### src/rtl/fetch_inst_align.sv
// Instruction alignment buffer between the fetch response channel and decode.
// It splits 32-bit fetch packets into RVC / 32-bit instructions and joins instructions that straddle two packets.
module fetch_inst_align (
    input  logic        clock,
    input  logic        reset,
    input  logic        kill,
    input  logic        resp_valid,
    output logic        resp_ready,
    input  logic [31:0] resp_pc,
    input  logic [31:0] resp_data,
    input  logic [1:0]  resp_mask,
    input  logic        resp_xcpt_pf,
    input  logic        resp_xcpt_ae,
    output logic        inst_valid,
    input  logic        inst_ready,
    output logic [31:0] inst_bits,
    output logic [31:0] inst_pc,
    output logic        inst_rvc,
    output logic        inst_xcpt_pf,
    output logic        inst_xcpt_ae,
    output logic        inst_xcpt_hi
);

    logic        pkt_valid_q, pkt_valid_d;
    logic [31:0] pkt_data_q, pkt_data_d;
    logic [1:0]  pkt_mask_q, pkt_mask_d;
    logic [31:0] pkt_pc_q, pkt_pc_d;
    logic        pkt_pf_q, pkt_pf_d;
    logic        pkt_ae_q, pkt_ae_d;
    logic        cursor_q, cursor_d;
    logic        half_valid_q, half_valid_d;
    logic [15:0] half_data_q, half_data_d;
    logic [31:0] half_pc_q, half_pc_d;

    logic [31:0] base;
    logic [15:0] cur_parcel;
    logic        is_last, pkt_xcpt, half_join;
    logic        emit, retire_on_fire, to_half, fire, retire, accept;

    always_comb begin
        base       = {pkt_pc_q[31:2], 2'b00};
        cur_parcel = cursor_q ? pkt_data_q[31:16] : pkt_data_q[15:0];
        is_last    = cursor_q | ~pkt_mask_q[1];
        pkt_xcpt   = pkt_pf_q | pkt_ae_q;
        half_join  = half_valid_q && pkt_mask_q[0] && (base == half_pc_q + 32'd2);

        emit           = 1'b0;
        retire_on_fire = 1'b0;
        to_half        = 1'b0;
        inst_bits      = 32'd0;
        inst_pc        = 32'd0;
        inst_rvc       = 1'b0;
        inst_xcpt_pf   = 1'b0;
        inst_xcpt_ae   = 1'b0;
        inst_xcpt_hi   = 1'b0;

        if (pkt_valid_q) begin
            if (pkt_xcpt) begin
                // A faulting packet carries no usable data; it yields exactly one fault marker.
                emit           = 1'b1;
                retire_on_fire = 1'b1;
                inst_pc        = half_valid_q ? half_pc_q : pkt_pc_q;
                inst_xcpt_pf   = pkt_pf_q;
                inst_xcpt_ae   = pkt_ae_q;
                inst_xcpt_hi   = half_valid_q;
            end else if (half_join) begin
                emit           = 1'b1;
                retire_on_fire = ~pkt_mask_q[1];
                inst_bits      = {pkt_data_q[15:0], half_data_q};
                inst_pc        = half_pc_q;
            end else if (cur_parcel[1:0] != 2'b11) begin
                emit           = 1'b1;
                retire_on_fire = is_last;
                inst_bits      = {16'd0, cur_parcel};
                inst_pc        = base + (cursor_q ? 32'd2 : 32'd0);
                inst_rvc       = 1'b1;
            end else if (!is_last) begin
                emit           = 1'b1;
                retire_on_fire = 1'b1;
                inst_bits      = pkt_data_q;
                inst_pc        = base;
            end else begin
                to_half = 1'b1;
            end
        end

        inst_valid = emit && !kill && !reset;
        fire       = inst_valid && inst_ready;
        retire     = pkt_valid_q && (to_half || (fire && retire_on_fire));
        resp_ready = !reset && !kill && (!pkt_valid_q || retire);
        accept     = resp_valid && resp_ready;
    end

    always_comb begin
        pkt_valid_d  = pkt_valid_q && !retire;
        pkt_data_d   = pkt_data_q;
        pkt_mask_d   = pkt_mask_q;
        pkt_pc_d     = pkt_pc_q;
        pkt_pf_d     = pkt_pf_q;
        pkt_ae_d     = pkt_ae_q;
        cursor_d     = cursor_q;
        half_valid_d = half_valid_q;
        half_data_d  = half_data_q;
        half_pc_d    = half_pc_q;

        if (fire && !retire_on_fire)
            cursor_d = 1'b1;
        if (fire && (pkt_xcpt || half_join))
            half_valid_d = 1'b0;
        // A non-contiguous half is dropped as soon as the next packet is seen.
        if (pkt_valid_q && !pkt_xcpt && half_valid_q && !half_join)
            half_valid_d = 1'b0;
        if (to_half) begin
            half_valid_d = 1'b1;
            half_data_d  = cur_parcel;
            half_pc_d    = base + (cursor_q ? 32'd2 : 32'd0);
        end
        if (accept) begin
            pkt_valid_d = (resp_mask != 2'b00);
            pkt_data_d  = resp_data;
            pkt_mask_d  = resp_mask;
            pkt_pc_d    = resp_pc;
            pkt_pf_d    = resp_xcpt_pf;
            pkt_ae_d    = resp_xcpt_ae;
            cursor_d    = ~resp_mask[0];
        end
        if (kill) begin
            pkt_valid_d  = 1'b0;
            half_valid_d = 1'b0;
            cursor_d     = 1'b0;
        end
    end

    always_ff @(posedge clock) begin
        if (reset) begin
            pkt_valid_q  <= 1'b0;
            pkt_data_q   <= 32'd0;
            pkt_mask_q   <= 2'b00;
            pkt_pc_q     <= 32'd0;
            pkt_pf_q     <= 1'b0;
            pkt_ae_q     <= 1'b0;
            cursor_q     <= 1'b0;
            half_valid_q <= 1'b0;
            half_data_q  <= 16'd0;
            half_pc_q    <= 32'd0;
        end else begin
            pkt_valid_q  <= pkt_valid_d;
            pkt_data_q   <= pkt_data_d;
            pkt_mask_q   <= pkt_mask_d;
            pkt_pc_q     <= pkt_pc_d;
            pkt_pf_q     <= pkt_pf_d;
            pkt_ae_q     <= pkt_ae_d;
            cursor_q     <= cursor_d;
            half_valid_q <= half_valid_d;
            half_data_q  <= half_data_d;
            half_pc_q    <= half_pc_d;
        end
    end

endmodule

### config.mk
export PLATFORM = sky130hd
export DESIGN_NAME = fetch_inst_align
export DESIGN_NICKNAME = d
export VERILOG_FILES = /design/src/rtl/fetch_inst_align.sv
export SDC_FILE = /design/constraint.sdc
export NUM_CORES = 1
export LEC_CHECK = 0
export ABC_AREA = 1
export CAP_MARGIN = 20
export CORE_UTILIZATION = 58
export DETAILED_ROUTE_END_ITERATION = 10
export HOLD_SLACK_MARGIN = 0.08
export PLACE_DENSITY_LB_ADDON = 0.15
export SLEW_MARGIN = 10
export SYNTH_ARGS = -nofsm -noshare
export SYNTH_HDL_FRONTEND = slang
export SYNTH_SLANG_ARGS = --single-unit
### constraint.sdc
create_clock -name clock -period 5.29 [get_ports clock]
set_clock_uncertainty 0.15 [all_clocks]
set_input_delay 1.587 -clock clock [delete_from_list [all_inputs] [get_ports clock]]
set_output_delay 1.587 -clock clock [all_outputs]
set_load 0.03 [all_outputs]
==> flow_summary.yaml, run 1 <==
run_status:
  status: "finished clean"
clock_network:
  clock_sinks: 118
  clk_pin_slew_worst_paths_ns: 0.06
  clock_latency_ns: 0.43
  cts.root.buffer_cell: "sky130_fd_sc_hd__clkbuf_16"
  clockBufferDepth: 2
  tritoncts_clock_tree: "yes"
  htree_num_levels: 4
  cts_made_buffers: 17
grt:
  antenna_found_initial: 0
  grt_usage_pct: 34.2
  globalRoute.busiestLayer: "met2"
  grt_start_max_net_pins: 77
  gr-usage-met3_pct: 7.80
  met1_usage_pct: 40.4
  via_count_of_the_first_global_routing_pass: 8375
  grt_first_pass_wirelength_um: 39700
  grt_remaining_overflow: 0
  met2_track_utilization_from_global_routing_pct: 59.8
critical_path:
  cp_cell_instances: "ha_2 > nand2_2 > nor2_4 > nand2_1 > nor2_2 > nand2_1 > nand2_1 > nand2_1 > nor2_1 > nand3_1 > nor2_2 > nand3_4 > clkinvlp_4 > buf_4 > buf_6 > nor3_1 > a221oi_1 > nor2_1 > buf_4"
  worst_setup_ep_type: "primary output"
  critPathArrivalTime_ns: 3.41
  crit_start: "half_pc_q[1]$_SDFFE_PP0P_"
  timing.critical_path.buf_inv: 4
  cp-start-kind: "flop"
  r2r_slack_ns: 1.45
  cp_top_family: "simple AND/OR/NAND/NOR gates"
  critical_path.max_stage_delay_ns: 0.37
  class_of_the_most_critical_setup_path: "flop to primary output"
  rr_startpoint: "half_pc_q[1]$_SDFFE_PP0P_"
  critical_path.slowest_cell: "sky130_fd_sc_hd__dfxtp_2"
  required_time_of_the_worst_setup_path_ns: 3.55
  crit_fanout: 14
  worstReg2RegEnd: "pkt_pc_q[19]$_SDFFE_PP0P_"
  reg2regPathDepth: 23
  cpMostUsedCell: "sky130_fd_sc_hd__nand2_1"
placed_design:
  pre_cts_slack_ns: 0.411
  dp_cells: 1661
  total_cell_area_at_the_placement_stage_um2: 9570
  place.gp.congestion: 0.985
  buffer_ports.inserted: 142
  estimated_wirelength_of_the_detail_placed_design_um: 17000
timing:
  slew_viol_final: 0
  fin_ws_ns: 0.139
  maxClockFrequency_mhz: 194
  final.setup.tns_ns: 0
  min_period_ns: 5.15
  worst_relative_slew_slack_pct: 51.6
  fin_worst_hold_slack_ns: 0.324
  final_hold_viol_count: 0
  worst_pin_slew_ns: 0.726
  period_share_pct: 97.4
  setup-violations-final: 0
detailed_routing:
  drc: 0
  ant_nets: 0
  routed_wirelength_um: 25600
  num_vias: 9375
  drt_via_density: 5.51
  drt_first_pass_iters: 8
  wl_per_cell_um: 15.1
  drt_first_iter_violations: 723
power:
  total_leakage_power_nw: 4.95
  power.internal_mw: 1.85
  power.net_switching_mw: 0.653
  ir_drop_v: 0.000213
  power-per-cell-area_nw_per_um2: 241
  combPwrFrac_pct: 11.8
  power.share.sequential_pct: 37.6
  clockPowerShare_pct: 50.6
  post-layout-total-power_mw: 2.50
  p_sw_share_pct: 26.1
synth:
  post_synth_edffs: 0
  ys_warn_count: 0
  post_synth.cell_area_avg_um2: 5.90
  netlist-cell-type-count: 38
  synthesized_instance_count: 1393
  async_flop_share_pct: 0
  syn-num-nets: 1468
  portion_of_the_post_synthesis_area_used_by_sequential_elements_pct: 28.7
  flip_flop_and_latch_count_after_synthesis: 118
  dominantRegCellSynth: "sky130_fd_sc_hd__dfxtp_1"
  synth_area_um2: 8230
floorplan:
  area_of_the_core_um2: 13900
  floorplan.rows: 43
  floorplan.io_pins: 143
  die_y_um: 121
  initial_core_util_pct: 59.3
  design.die.area_um2: 14700
  die_w_um: 121
job:
  cap_violations: 0
final_layout:
  finalNonFillerCells: 1701
  final_common_cell: "sky130_fd_sc_hd__nand2_1"
  final_net_count: 1583
  mostFrequentLayoutCells: "329 x sky130_fd_sc_hd__nand2_1, 188 x sky130_fd_sc_hd__inv_1, 169 x sky130_fd_sc_hd__o21ai_0"
  design_area_um2: 10400
  nFillCells: 1177
  antenna_cells: 0
  area_growth_pct: 26.3
  ff_latch_area_um2: 2370
  final_layout_size_suffix_gt1_share_pct: 14.1
  multi_input_comb_area_um2: 4860
  postLayoutCoreUtil_pct: 74.8
min_path:
  hold_end: "pkt_mask_q[0]$_SDFFE_PP0P_"
  holdPathStages: 2
  holdCritStartpoint: "pkt_mask_q[0]$_SDFFE_PP0P_"
  hp-class: "flop to flop"
## kinds of logic (layout without fill, tap and decap cells)
family	Yosys count	after routing	synth area share, %
XOR/XNOR	24	24	2.56
adder cells (fa/ha/maj)	2	2	0.304
flip-flops	118	118	28.7
buffers and inverters	269	397	13.1
AO/OA/AOI/OAI	336	336	21.8
AND/OR/NAND/NOR	644	644	33.5
## cell usage after synthesis (5+ instances only)
cell type / count / area (um2)
sky130_fd_sc_hd__nand4_1: 8 / 50.1
sky130_fd_sc_hd__xnor2_1: 5 / 43.8
sky130_fd_sc_hd__o21ai_0: 169 / 846
sky130_fd_sc_hd__nor2_4: 5 / 56.3
sky130_fd_sc_hd__dfxtp_1: 118 / 2360
sky130_fd_sc_hd__buf_2: 10 / 50.1
sky130_fd_sc_hd__a31oi_1: 33 / 206
sky130_fd_sc_hd__o22ai_1: 6 / 37.5
sky130_fd_sc_hd__nor2_1: 170 / 638
sky130_fd_sc_hd__inv_1: 189 / 709
sky130_fd_sc_hd__nand3_1: 58 / 290
sky130_fd_sc_hd__a21oi_1: 96 / 480
sky130_fd_sc_hd__o21ai_1: 9 / 45.0
sky130_fd_sc_hd__xor2_1: 19 / 166
sky130_fd_sc_hd__nand2_1: 329 / 1230
sky130_fd_sc_hd__clkbuf_1: 56 / 210
sky130_fd_sc_hd__a211oi_1: 15 / 113
sky130_fd_sc_hd__nor2_2: 54 / 338
sky130_fd_sc_hd__nand2_2: 6 / 37.5
## how the worst max path moves through the flow
stage                    endpoint  slack (ns)  cells after the start
CTS                  inst_bits[2]        0.02                     15
detailed placement     resp_ready        0.41                      9
global route        inst_bits[18]       -0.08                      9
global placement       resp_ready        0.38                      9
floorplan           inst_bits[31]        0.58                     15
finish               inst_bits[9]        0.14                     19
## power groups by stage
stage | logic (mW) | clock network, mW | registers [mW]
floorplan | 0.183 | 0 | 0.951
global placement | 0.284 | 0 | 0.957
detailed placement | 0.286 | 0 | 0.958
CTS | 0.290 | 1.27 | 0.939
global route | 0.330 | 1.31 | 0.943
finish | 0.296 | 1.27 | 0.940
## cell type report
class | count | share of cell area [%]
timing repair buffer | 172 | 15.1
sequential | 118 | 22.8
multi-input combinational | 1006 | 46.8
inverter | 193 | 7.01
tap | 180 | 2.17
clock inverter | 14 | 1.89
clock buffer | 18 | 4.23
## state kept, by name, summed over array words and instances (netlist names)
name and count:
cursor_q 1, half_data_q 16, half_pc_q 31, half_valid_q 1, pkt_ae_q 1, pkt_data_q 32, pkt_mask_q 2, pkt_pc_q 32
pkt_pf_q 1, pkt_valid_q 1
## per-layer routing
metal,vias up,share of wire [%],wire (um)
met3,52,8.1,2090
li1,4681,-,-
met4,0,2.5,630
met1,4212,40,10300
met5,-,0,0
met2,430,49,12600
## worst register-to-register path, stage by stage, from the launching register on
cell	delay [ns]
sky130_fd_sc_hd__dfxtp_2	0.37
sky130_fd_sc_hd__ha_2	0.21
sky130_fd_sc_hd__nand2_2	0.09
sky130_fd_sc_hd__nor2_4	0.20
sky130_fd_sc_hd__nand2_1	0.13
sky130_fd_sc_hd__nor2_2	0.18
sky130_fd_sc_hd__nand2_1	0.07
sky130_fd_sc_hd__nand2_1	0.09
sky130_fd_sc_hd__nand2_1	0.06
sky130_fd_sc_hd__nor2_1	0.14
sky130_fd_sc_hd__nand3_1	0.11
sky130_fd_sc_hd__nor2_2	0.15
sky130_fd_sc_hd__nand3_4	0.16
sky130_fd_sc_hd__buf_12	0.21
sky130_fd_sc_hd__nand3_2	0.12
sky130_fd_sc_hd__nand2_2	0.09
sky130_fd_sc_hd__nor2_4	0.12
sky130_fd_sc_hd__nand2_1	0.13
sky130_fd_sc_hd__nand2_2	0.13
sky130_fd_sc_hd__nand3_4	0.25
sky130_fd_sc_hd__buf_4	0.36
sky130_fd_sc_hd__nand2_1	0.13
sky130_fd_sc_hd__nand2_1	0.06
sky130_fd_sc_hd__nor2_1	0.08
## repair_timing
action                     4_1_cts  5_1_grt
hold buffers                     0        0
gates cloned                     0        2
buffers inserted                 0        6
pin swaps                        0        2
resized for setup                1       22
setup endpoints to repair        4       28
(Power assumes the default switching activity.)
==> inputs of run 2 (changes only) <==
REMOVE_ABC_BUFFERS = 1   (was unset)
==> run 2 against run 1 <==
  * Largest cell class unchanged
  * Clock-buffer cell count up 4
  * Core utilization up 0.11 points
  * Critical path depth down 2
  * Register-to-register slack worse by 0.18 ns
  * Highest routed layer unchanged
  * Flip-flop and latch count unchanged
  * Final cell count down 0.12%
  * Combinational power down 1%
  * Clock power about the same
==> flow_summary.yaml, run 2 (synthesis gave the netlist of run 1 again) <==
grt:
  grt_start_max_net_pins: 118
  grt_usage_pct: 34.1
  grt_remaining_overflow: 0
  grt_first_pass_wirelength_um: 39900
  antenna_found_initial: 0
  via_count_of_the_first_global_routing_pass: 8389
power:
  power-per-cell-area_nw_per_um2: 237
  post-layout-total-power_mw: 2.47
  total_leakage_power_nw: 4.92
  ir_drop_v: 0.000207
floorplan:
  initial_core_util_pct: 59.3
  die_w_um: 121
  die_y_um: 121
  design.die.area_um2: 14700
  area_of_the_core_um2: 13900
  floorplan.rows: 43
  floorplan.io_pins: 143
final_layout:
  mostFrequentLayoutCells: "328 x sky130_fd_sc_hd__nand2_1, 187 x sky130_fd_sc_hd__inv_1, 168 x sky130_fd_sc_hd__o21ai_0"
  final_layout_size_suffix_gt1_share_pct: 14.5
  antenna_cells: 0
  multi_input_comb_area_um2: 4900
  ff_latch_area_um2: 2370
  final_common_cell: "sky130_fd_sc_hd__nand2_1"
  reg.largest.list: "pkt_data_q (32), pkt_pc_q (32), half_pc_q (31)"
  area_growth_pct: 26.5
  final_net_count: 1581
  nFillCells: 1143
placed_design:
  place.gp.congestion: 0.947
  pre_cts_slack_ns: 0.425
  buffer_ports.inserted: 142
  estimated_wirelength_of_the_detail_placed_design_um: 16500
detailed_routing:
  num_vias: 9346
  drt_via_density: 5.50
  ant_nets: 0
  drc: 0
  drt_first_iter_violations: 762
  drt_first_pass_iters: 5
  wl_per_cell_um: 14.9
  routed_wirelength_um: 25200
run_status:
  status: "finished clean"
clock_network:
  cts.root.buffer_cell: "sky130_fd_sc_hd__clkbuf_16"
  htree_num_levels: 4
  cts_made_buffers: 17
  clockBufferDepth: 2
  clock_latency_ns: 0.43
  clock_sinks: 118
  tritoncts_clock_tree: "yes"
  clk_pin_slew_worst_paths_ns: 0.06
timing:
  final_hold_viol_count: 0
  slew_viol_final: 0
  min_period_ns: 5.15
  worst_relative_slew_slack_pct: 50.3
  fin_worst_hold_slack_ns: 0.310
  worst_pin_slew_ns: 0.741
  setup-violations-final: 0
  fin_ws_ns: 0.137
  maxClockFrequency_mhz: 194
  period_share_pct: 97.4
  final.setup.tns_ns: 0
critical_path:
  class_of_the_most_critical_setup_path: "flop to primary output"
  cp-start-kind: "flop"
  required_time_of_the_worst_setup_path_ns: 3.55
  worst_setup_ep_type: "primary output"
  crit_fanout: 7
  reg2regPathDepth: 23
  critPathArrivalTime_ns: 3.42
job:
  cap_violations: 0
min_path:
  hp-class: "flop to flop"
  holdPathStages: 2
==> run 2: worst paths after layout <==
path | from | endpoint | slack, ns
worst max-delay path | half_pc_q[3]$_SDFFE_PP0P_ | inst_bits[16] | 0.14
worst min register to register | pkt_mask_q[1]$_SDFFE_PP0P_ | pkt_mask_q[1]$_SDFFE_PP0P_ | 0.31
worst min-delay path | pkt_mask_q[1]$_SDFFE_PP0P_ | pkt_mask_q[1]$_SDFFE_PP0P_ | 0.31
worst max register to register | half_pc_q[1]$_SDFFE_PP0P_ | pkt_data_q[14]$_SDFFE_PP0P_ | 1.27
==> run 2: report_power, final <==
part / switching (mW) / internal (mW) / total (mW)
registers: 0.0231 / 0.916 / 0.939
clock network: 0.443 / 0.793 / 1.24
logic: 0.164 / 0.128 / 0.292
total: 0.631 / 1.84 / 2.47
==> run 2: layout make-up <==
class | instances | area share [%]
clock inverters | 10 | 1.38
flip-flops and latches | 118 | 22.8
well taps | 180 | 2.17
repair buffers | 170 | 14.9
inverters | 193 | 7.04
multi-input cells | 1006 | 47.1
clock buffers | 22 | 4.65
==> run 2: what timing repair did <==
item,CTS,global route
hold buffers,0,0
gates resized for setup,1,40
endpoints found under the setup margin,1,50
setup buffers,0,8
pin swaps,0,6
cloned,0,1
==> run 2: per-stage QoR <==
| stage | util (%) | instances | cell area (um2) |
|---|---|---|---|
| after CTS | 73.3 | 1690 | 10200 |
| after detailed placement | 68.7 | 1658 | 9540 |
| after floorplan | - | 1317 | 7870 |
| after global routing | 74.9 | 1699 | 10400 |
| final | 74.9 | 1699 | 10400 |
| after global placement | 68.7 | 1658 | 9540 |
==> run 2: metal layers <==
| metal | share of wire (%) | global-route usage, % | wire, um |
|---|---|---|---|
| met1 | 44 | 42.9 | 11000 |
| met2 | 48 | 57.6 | 12100 |
| met4 | 2.0 | 13.1 | 510 |
| met3 | 6.3 | 6.34 | 1600 |
| met5 | 0 | 0 | 0 |
==> run 2: critical path, stage by stage (launching register included) <==
cell and delay [ns]:
sky130_fd_sc_hd__dfxtp_1 0.44, sky130_fd_sc_hd__nand2_1 0.10, sky130_fd_sc_hd__nor2_2 0.24, sky130_fd_sc_hd__nand2_1 0.13, sky130_fd_sc_hd__nor2_2 0.21, sky130_fd_sc_hd__nand2_1 0.12, sky130_fd_sc_hd__nand2_1 0.07, sky130_fd_sc_hd__nand3_1 0.09
sky130_fd_sc_hd__nor2_1 0.13, sky130_fd_sc_hd__nand2_1 0.07, sky130_fd_sc_hd__nor2_2 0.16, sky130_fd_sc_hd__nand3_4 0.14, sky130_fd_sc_hd__clkinvlp_4 0.20, sky130_fd_sc_hd__buf_4 0.15, sky130_fd_sc_hd__buf_4 0.14, sky130_fd_sc_hd__a21oi_1 0.05
sky130_fd_sc_hd__a211oi_1 0.31, sky130_fd_sc_hd__buf_4 0.24
==> inputs of run 3 (changes only) <==
==> constraint.sdc (replaced) <==
create_clock -name clock -period 5.29 [get_ports clock]
set_clock_uncertainty 0.15 [all_clocks]
set_input_delay 1.3225 -clock clock [delete_from_list [all_inputs] [get_ports clock]]
set_output_delay 1.3225 -clock clock [all_outputs]
set_load 0.03 [all_outputs]
==> run 3 against run 2 <==
  * Combinational power barely moved
  * Core utilization fell by 2.0 points
  * Die area did not move
  * Via count fell by 0.28%
  * Final cell count fell by 0.71%
  * Design area fell by 2.6%
  * Global-route usage rose by 0.24 points
  * Clock-buffer cell count fell by 3
==> flow_summary.yaml, run 3 (synthesis gave the netlist of run 1 again) <==
power:
  ir_drop_v: 0.000299
  total_leakage_power_nw: 4.80
  post-layout-total-power_mw: 2.43
  power-per-cell-area_nw_per_um2: 240
critical_path:
  cp-start-kind: "flop"
  required_time_of_the_worst_setup_path_ns: 3.82
  class_of_the_most_critical_setup_path: "flop to primary output"
  cp_cell_instances: "ha_1 > nand2_2 > nor2_4 > nand2_4 > nor2_4 > nand3_1 > xor2_1 > nand2_1 > nand2_1 > nor2_1 > nand3_2 > clkinv_1 > nor2_2 > nand2_1 > o21ai_0 > buf_4"
  rr_startpoint: "half_pc_q[1]$_SDFFE_PP0P_"
  worst_setup_ep_type: "primary output"
  crit_fanout: 10
  r2r_slack_ns: 1.04
  worstReg2RegEnd: "pkt_data_q[13]$_SDFFE_PP0P_"
  critical_path.max_stage_delay_ns: 0.40
  reg2regPathDepth: 22
  cpMostUsedCell: "sky130_fd_sc_hd__nand2_1"
  critical_path.slowest_cell: "sky130_fd_sc_hd__dfxtp_1"
  critPathArrivalTime_ns: 3.61
placed_design:
  place.gp.congestion: 0.978
  pre_cts_slack_ns: 0.673
  buffer_ports.inserted: 142
  estimated_wirelength_of_the_detail_placed_design_um: 16500
clock_network:
  tritoncts_clock_tree: "yes"
  clock_sinks: 118
  cts.root.buffer_cell: "sky130_fd_sc_hd__clkbuf_16"
  clock_latency_ns: 0.43
  clk_pin_slew_worst_paths_ns: 0.06
  cts_made_buffers: 17
  clockBufferDepth: 2
  htree_num_levels: 4
  post_cts.repair.setup_buffers: 0
timing:
  period_share_pct: 96.0
  maxClockFrequency_mhz: 197
  worst_pin_slew_ns: 0.744
  final_hold_viol_count: 0
  final.setup.tns_ns: 0
  setup-violations-final: 0
  fin_ws_ns: 0.212
  worst_relative_slew_slack_pct: 50.4
  min_period_ns: 5.08
  rsz0062_at_grt: "true"
  slew_viol_final: 0
final_layout:
  antenna_cells: 0
  final_net_count: 1569
  final_common_cell: "sky130_fd_sc_hd__nand2_1"
  final_layout_size_suffix_gt1_share_pct: 12.3
  nFillCells: 1225
  area_growth_pct: 23.1
  multi_input_comb_area_um2: 4800
  reg.largest.list: "pkt_data_q (32), pkt_pc_q (32), half_pc_q (31)"
  ff_latch_area_um2: 2360
  postLayoutCoreUtil_pct: 73.0
  mostFrequentLayoutCells: "329 x sky130_fd_sc_hd__nand2_1, 188 x sky130_fd_sc_hd__inv_1, 169 x sky130_fd_sc_hd__o21ai_0"
detailed_routing:
  num_vias: 9320
  drc: 0
  wl_per_cell_um: 14.6
  routed_wirelength_um: 24600
  ant_nets: 0
  drt_first_iter_violations: 749
  drt_via_density: 5.52
  drt_first_pass_iters: 7
floorplan:
  floorplan.rows: 43
  area_of_the_core_um2: 13900
  design.die.area_um2: 14700
  initial_core_util_pct: 59.3
  floorplan.io_pins: 143
  die_y_um: 121
  die_w_um: 121
grt:
  grt_usage_pct: 34.4
  via_count_of_the_first_global_routing_pass: 8569
  grt_remaining_overflow: 0
  antenna_found_initial: 0
  grt_first_pass_wirelength_um: 40200
  grt_start_max_net_pins: 99
min_path:
  hp-class: "flop to flop"
  holdCritStartpoint: "pkt_mask_q[1]$_SDFFE_PP0P_"
  holdPathStages: 2
  hold_end: "pkt_mask_q[1]$_SDFFE_PP0P_"
job:
  cap_violations: 0
run_status:
  status: "finished clean"
[run 3: cell count changes in the layout (fill, tap and decap cells not counted), moves of 2 or more]
cell                              delta
sky130_fd_sc_hd__clkinv_4            +4
sky130_fd_sc_hd__nor2_2              -4
sky130_fd_sc_hd__dfxtp_4             -2
sky130_fd_sc_hd__nor2_1              +7
sky130_fd_sc_hd__a211oi_2            -5
sky130_fd_sc_hd__clkdlybuf4s50_1     +2
sky130_fd_sc_hd__nor2_4              -3
sky130_fd_sc_hd__dfxtp_1             +2
sky130_fd_sc_hd__buf_4               -8
sky130_fd_sc_hd__dlymetal6s2s_1      -2
sky130_fd_sc_hd__clkinvlp_4          -4
sky130_fd_sc_hd__a211oi_1            +5
sky130_fd_sc_hd__clkbuf_8            -4
[run 3: how the worst max path moves through the flow]
stage,from,end,slack (ns),cells past startpoint
after CTS,half_pc_q[1]$_SDFFE_PP0P_,inst_bits[15],0.23,16
after detailed placement,reset,resp_ready,0.67,9
final,half_pc_q[1]$_SDFFE_PP0P_,inst_bits[15],0.21,16
after floorplan,half_pc_q[1]$_SDFFE_PP0P_,inst_bits[10],-0.62,15
after global routing,half_pc_q[1]$_SDFFE_PP0P_,inst_bits[15],-0.02,16
after global placement,reset,resp_ready,0.67,9
[run 3: per-stage QoR]
| stage | cells | area [um2] | hold WS (ns) |
|---|---|---|---|
| after floorplan | 1317 | 7870 | 0.285 |
| after global placement | 1655 | 9520 | 0.312 |
| after detailed placement | 1655 | 9520 | 0.323 |
| after CTS | 1687 | 10100 | 0.331 |
| after global routing | 1687 | 10100 | 0.335 |
| final | 1687 | 10100 | 0.331 |
[run 3: layer usage]
layer	global-route usage (%)	part of all wire, %	up-vias
met5	0	0	-
met4	13.3	2.2	0
met3	7.71	7.9	45
met2	58.0	48	396
met1	42.4	42	4237
li1	-	-	4642
[run 3: repair_timing]
| action | in CTS | in global routing |
|---|---|---|
| gates resized for setup | 0 | 2 |
| endpoints found under the setup margin | 0 | 6 |
| hold endpoints to repair | 0 | 0 |
| hold buffers | 0 | 0 |
[run 3: report_power, final]
| group | switching (mW) | total (mW) | internal (mW) |
|---|---|---|---|
| clock network | 0.452 | 1.20 | 0.746 |
| registers | 0.0225 | 0.939 | 0.917 |
| logic | 0.162 | 0.289 | 0.127 |
[run 3: worst max-delay path, delay by kind of cell, from the launching register on]
family / cells / cell delay (ns)
AO/OA/AOI/OAI: 1 / 0.31
buffers and inverters: 2 / 0.54
flip-flops: 1 / 0.40
AND/OR/NAND/NOR: 11 / 1.54
adder cells (fa/ha/maj): 1 / 0.23
XOR/XNOR: 1 / 0.16
[run 3: final cells by class]
| cell class | instances | share of cell area, % |
|---|---|---|
| tap | 180 | 2.22 |
| clock inverter | 13 | 1.70 |
| sequential | 118 | 23.3 |
| multi-input combinational | 1006 | 47.4 |
| timing repair buffer | 158 | 13.9 |
| clock buffer | 19 | 4.27 |
| inverter | 193 | 7.15 |
==> RTL edit 1 (flow settings as in run 1) <==
Make the reset (`reset`) asynchronous in one clocked block.
--- a/src/rtl/fetch_inst_align.sv
+++ b/src/rtl/fetch_inst_align.sv
@@ -133,3 +133,3 @@
 
-    always_ff @(posedge clock) begin
+    always_ff @(posedge clock or posedge reset) begin
         if (reset) begin
Formal check against the unedited RTL: differs if reset is asserted again (counterexample within 4 cycles, from zero or initial values and one cycle with reset high); with reset held inactive, the same outputs for 4 cycles.
==> RTL edit 1 against run 1 <==
- cell area is 1.7% lower
- routed wire length is 7.6% lower
- synthesized area shrank 1.6%
- via count down 8.4%
- sequential cell count stayed put
- worst setup slack better by 0.053 ns
Power is not compared: it rests on default switching activity, and its combinational part moved more than twofold at a synthesized area within 25%.
==> RTL edit 1: results <==
[status]
outcome = finished, final reports clean

[layout]
n_all_buffers = 165
buffer_area_share_pct = 15.4
nMultiInputCombCells = 881
drive_gt1_share_pct = 10.3
clock_buffers = 22
multi_input_area_share_pct = 41.6
nFillCells = 1041
antenna_cells = 0
clock_cell_area_share_pct = 6.18
nNonClkInverters = 155
seq_area_sq_um = 2950

[global_route]
grt_pass1_wl_microns = 38500
track_usage_pct = 33.5
grt_pass1_vias = 8103
grt_max_degree = 70
met3_usage_pct = 5.23
grt_util_met1_pct = 41.9
met2_usage_pct = 57.6

[drt]
dr.pass1.iters = 5
first_iter_violations = 677
totalWireLength_microns = 23700
via_per_inst = 5.63

[synth]
synth-adder-area-share_pct = 0.309
synthXorXnorAreaFrac_pct = 2.81
synth_area_leaders = dfrtp_1, nand2_1, o21ai_0
synth_nets = 1302
async_reset_ff_share_pct = 100
ys_types = 32
ys_seq_area_share_pct = 36.5
synth_compound_area_share_pct = 18.1

[power]
finalPower_mw = 3.13
leakagePower_nw = 5.32

[critical_path]
crit_end = resp_ready
ff2ff_setup_slack_ns = 1.23
path_buf_inv = 2
cpMaxStageDelayCell = dfrtp_1
path_max_fanout = 35
startpoint = half_pc_q[1]$_DFFE_PP0P_
reg2reg_to = cursor_q$_DFFE_PP0P_

[worst_hold_path]
hp-start = pkt_data_q[13]$_DFFE_PP0P_
min_to = pkt_data_q[13]$_DFFE_PP0P_

[placed_design]
dp_hpwl_microns = 15800
dp_slack_ns = 0.260
globalplace.congestion = 0.933

[timing]
hold_slack_ns = 0.326
relSlewSlack_pct = 47.4
hold_viol_final = 0
setup_slack_ns = 0.192
## RTL edit 1: changes by cell type after synthesis, sizes merged, moves of 6 or more
cell    delta
nor2     -162
a211oi    -15
xnor2      +6
nand3     +67
buf        -8
o22ai      -6
dfrtp    +118
o31ai     +13
o21ai      -7
dfxtp    -118
inv       -37
nand2     +41
a21oi     -53
## RTL edit 1: repair_timing
| action | 4_1_cts | 5_1_grt |
|---|---|---|
| pin swaps | 0 | 2 |
| hold buffers | 0 | 0 |
| buffers inserted | 1 | 2 |
| resized for setup | 4 | 29 |
| gates cloned | 0 | 1 |
| setup endpoints to repair | 20 | 26 |
## RTL edit 1: metrics by stage
stage,utilization [%],cells,cell area [sq um]
after floorplan,-,1227,8090
after global placement,70.6,1491,9450
after detailed placement,70.6,1491,9450
after CTS,75.5,1523,10100
after global routing,76.2,1526,10200
final,76.2,1526,10200
## RTL edit 1: layer usage
layer  routed length, microns  part of all wire (%)
met5                        0                     0
met4                      522                   2.2
met3                     1450                   6.1
met2                    11800                    50
met1                     9860                    42
==> RTL edit 2 (config.mk and constraints of run 1) <==
Made on the original files. Take the reset off `pkt_data_q` and load it in a clocked block of its own.
--- a/src/rtl/fetch_inst_align.sv
+++ b/src/rtl/fetch_inst_align.sv
@@ -136,3 +136,2 @@
             pkt_valid_q  <= 1'b0;
-            pkt_data_q   <= 32'd0;
             pkt_mask_q   <= 2'b00;
@@ -147,3 +146,2 @@
             pkt_valid_q  <= pkt_valid_d;
-            pkt_data_q   <= pkt_data_d;
             pkt_mask_q   <= pkt_mask_d;
@@ -159,2 +157,6 @@
 
+    always_ff @(posedge clock) begin
+        pkt_data_q <= pkt_data_d;
+    end
+
 endmodule
Check against the original RTL: same outputs for any inputs over 4 cycles, from zero or initial values and one cycle with reset high; that may be too few to reach the edited logic, so the function may still have changed.
==> RTL edit 2 against run 1 <==
- first-iteration DRC count up 7.6%
- cell area is 1.4% lower
- synthesized area shrank 1.1%
- routed wire length fell by 5.3%
- via count decreased by 2.8%
- total power down 1.8%
- clock power decreased by 8%
- sequential cell count unchanged
- hold slack better by 0.018 ns
- worst setup slack improved by 0.052 ns
==> RTL edit 2: results <==
[synth]
ys_top_cells_by_count = nand2_1, inv_1, nor2_1, o21ai_0, a21oi_1
synth-adder-area-share_pct = 0.308
synthXorXnorAreaFrac_pct = 2.11
synth_nets = 1387
ys_seq_area_share_pct = 33.0
synth-edff-count = 32
synth_compound_area_share_pct = 20.3

[layout]
nMultiInputCombCells = 938
fin_nets = 1507
buffer_area_share_pct = 14.9
clock_cell_area_share_pct = 5.74
instances_no_fill = 1621
nNonClkInverters = 183
n_all_buffers = 174
nFillCells = 1075

[critical_path]
reg2reg_to = pkt_data_q[3]$_DFFE_PP_
crit_end = inst_bits[4]
worstPathArrival_ns = 3.36
path_max_fanout = 8
startpoint = half_pc_q[9]$_SDFFE_PP0P_
ff2ff_setup_slack_ns = 1.19

[global_route]
met3_usage_pct = 6.98
grt_max_degree = 75
grt_pass1_wl_microns = 38600
grt_pass1_vias = 8155
met2_usage_pct = 59.2

[timing]
tightest_slew_ns = 0.766
setup_slack_ns = 0.191

[power]
netSwitchingFraction_pct = 25.9
powerDensity_nw_per_um2 = 240
pwr.group.clock_mw = 1.17
vdd_drop_max_mv = 0.266
p_comb_mw = 0.313

[drt]
dr.pass1.iters = 5
met2WireLength_microns = 12000
wl_met1_microns = 9770
met3WireLength_microns = 1860

[status]
outcome = finished, final reports clean

[placed_design]
place_area_sq_um = 9500
globalplace.congestion = 0.954
==> RTL edit 2: cell types whose count changed after synthesis, sizes merged, moves of 3 or more <==
cell	delta
a21oi	+3
a31oi	-3
clkinv	+3
dfxtp	-32
edfxtp	+32
inv	-13
nand2	-23
nand3	+34
nand4	+4
nor2	-48
o21ai	-30
xor2	-8
==> RTL edit 2: how the worst min path moves through the flow <==
| stage | from | to | slack, ns | cells past startpoint |
|---|---|---|---|---|
| 6_report | pkt_mask_q[0]$_SDFFE_PP0P_ | pkt_mask_q[0]$_SDFFE_PP0P_ | 0.34 | 2 |
| 5_1_grt | pkt_mask_q[0]$_SDFFE_PP0P_ | pkt_mask_q[0]$_SDFFE_PP0P_ | 0.36 | 2 |
| 2_1_floorplan | pkt_mask_q[0]$_SDFFE_PP0P_ | pkt_mask_q[0]$_SDFFE_PP0P_ | 0.28 | 2 |
| 3_5_place_dp | pkt_mask_q[0]$_SDFFE_PP0P_ | pkt_mask_q[0]$_SDFFE_PP0P_ | 0.32 | 2 |
| 3_3_place_gp | pkt_mask_q[0]$_SDFFE_PP0P_ | pkt_mask_q[0]$_SDFFE_PP0P_ | 0.31 | 2 |
| 4_1_cts | pkt_mask_q[0]$_SDFFE_PP0P_ | pkt_mask_q[0]$_SDFFE_PP0P_ | 0.33 | 2 |
==> RTL edit 2: stage by stage <==
stage | hold slack (ns) | util (%)
detailed placement | 0.323 | 70.6
finish | 0.342 | 76.1
global route | 0.361 | 76.1
global placement | 0.312 | 70.6
floorplan | 0.283 | -
CTS | 0.330 | 75.2
==> RTL edit 2: what timing repair did <==
action / 4_1_cts / 5_1_grt
endpoints found under the setup margin: 32 / 66
pin swaps: 1 / 5
cloned: 0 / 1
resized for setup: 14 / 35
buffers inserted: 3 / 5
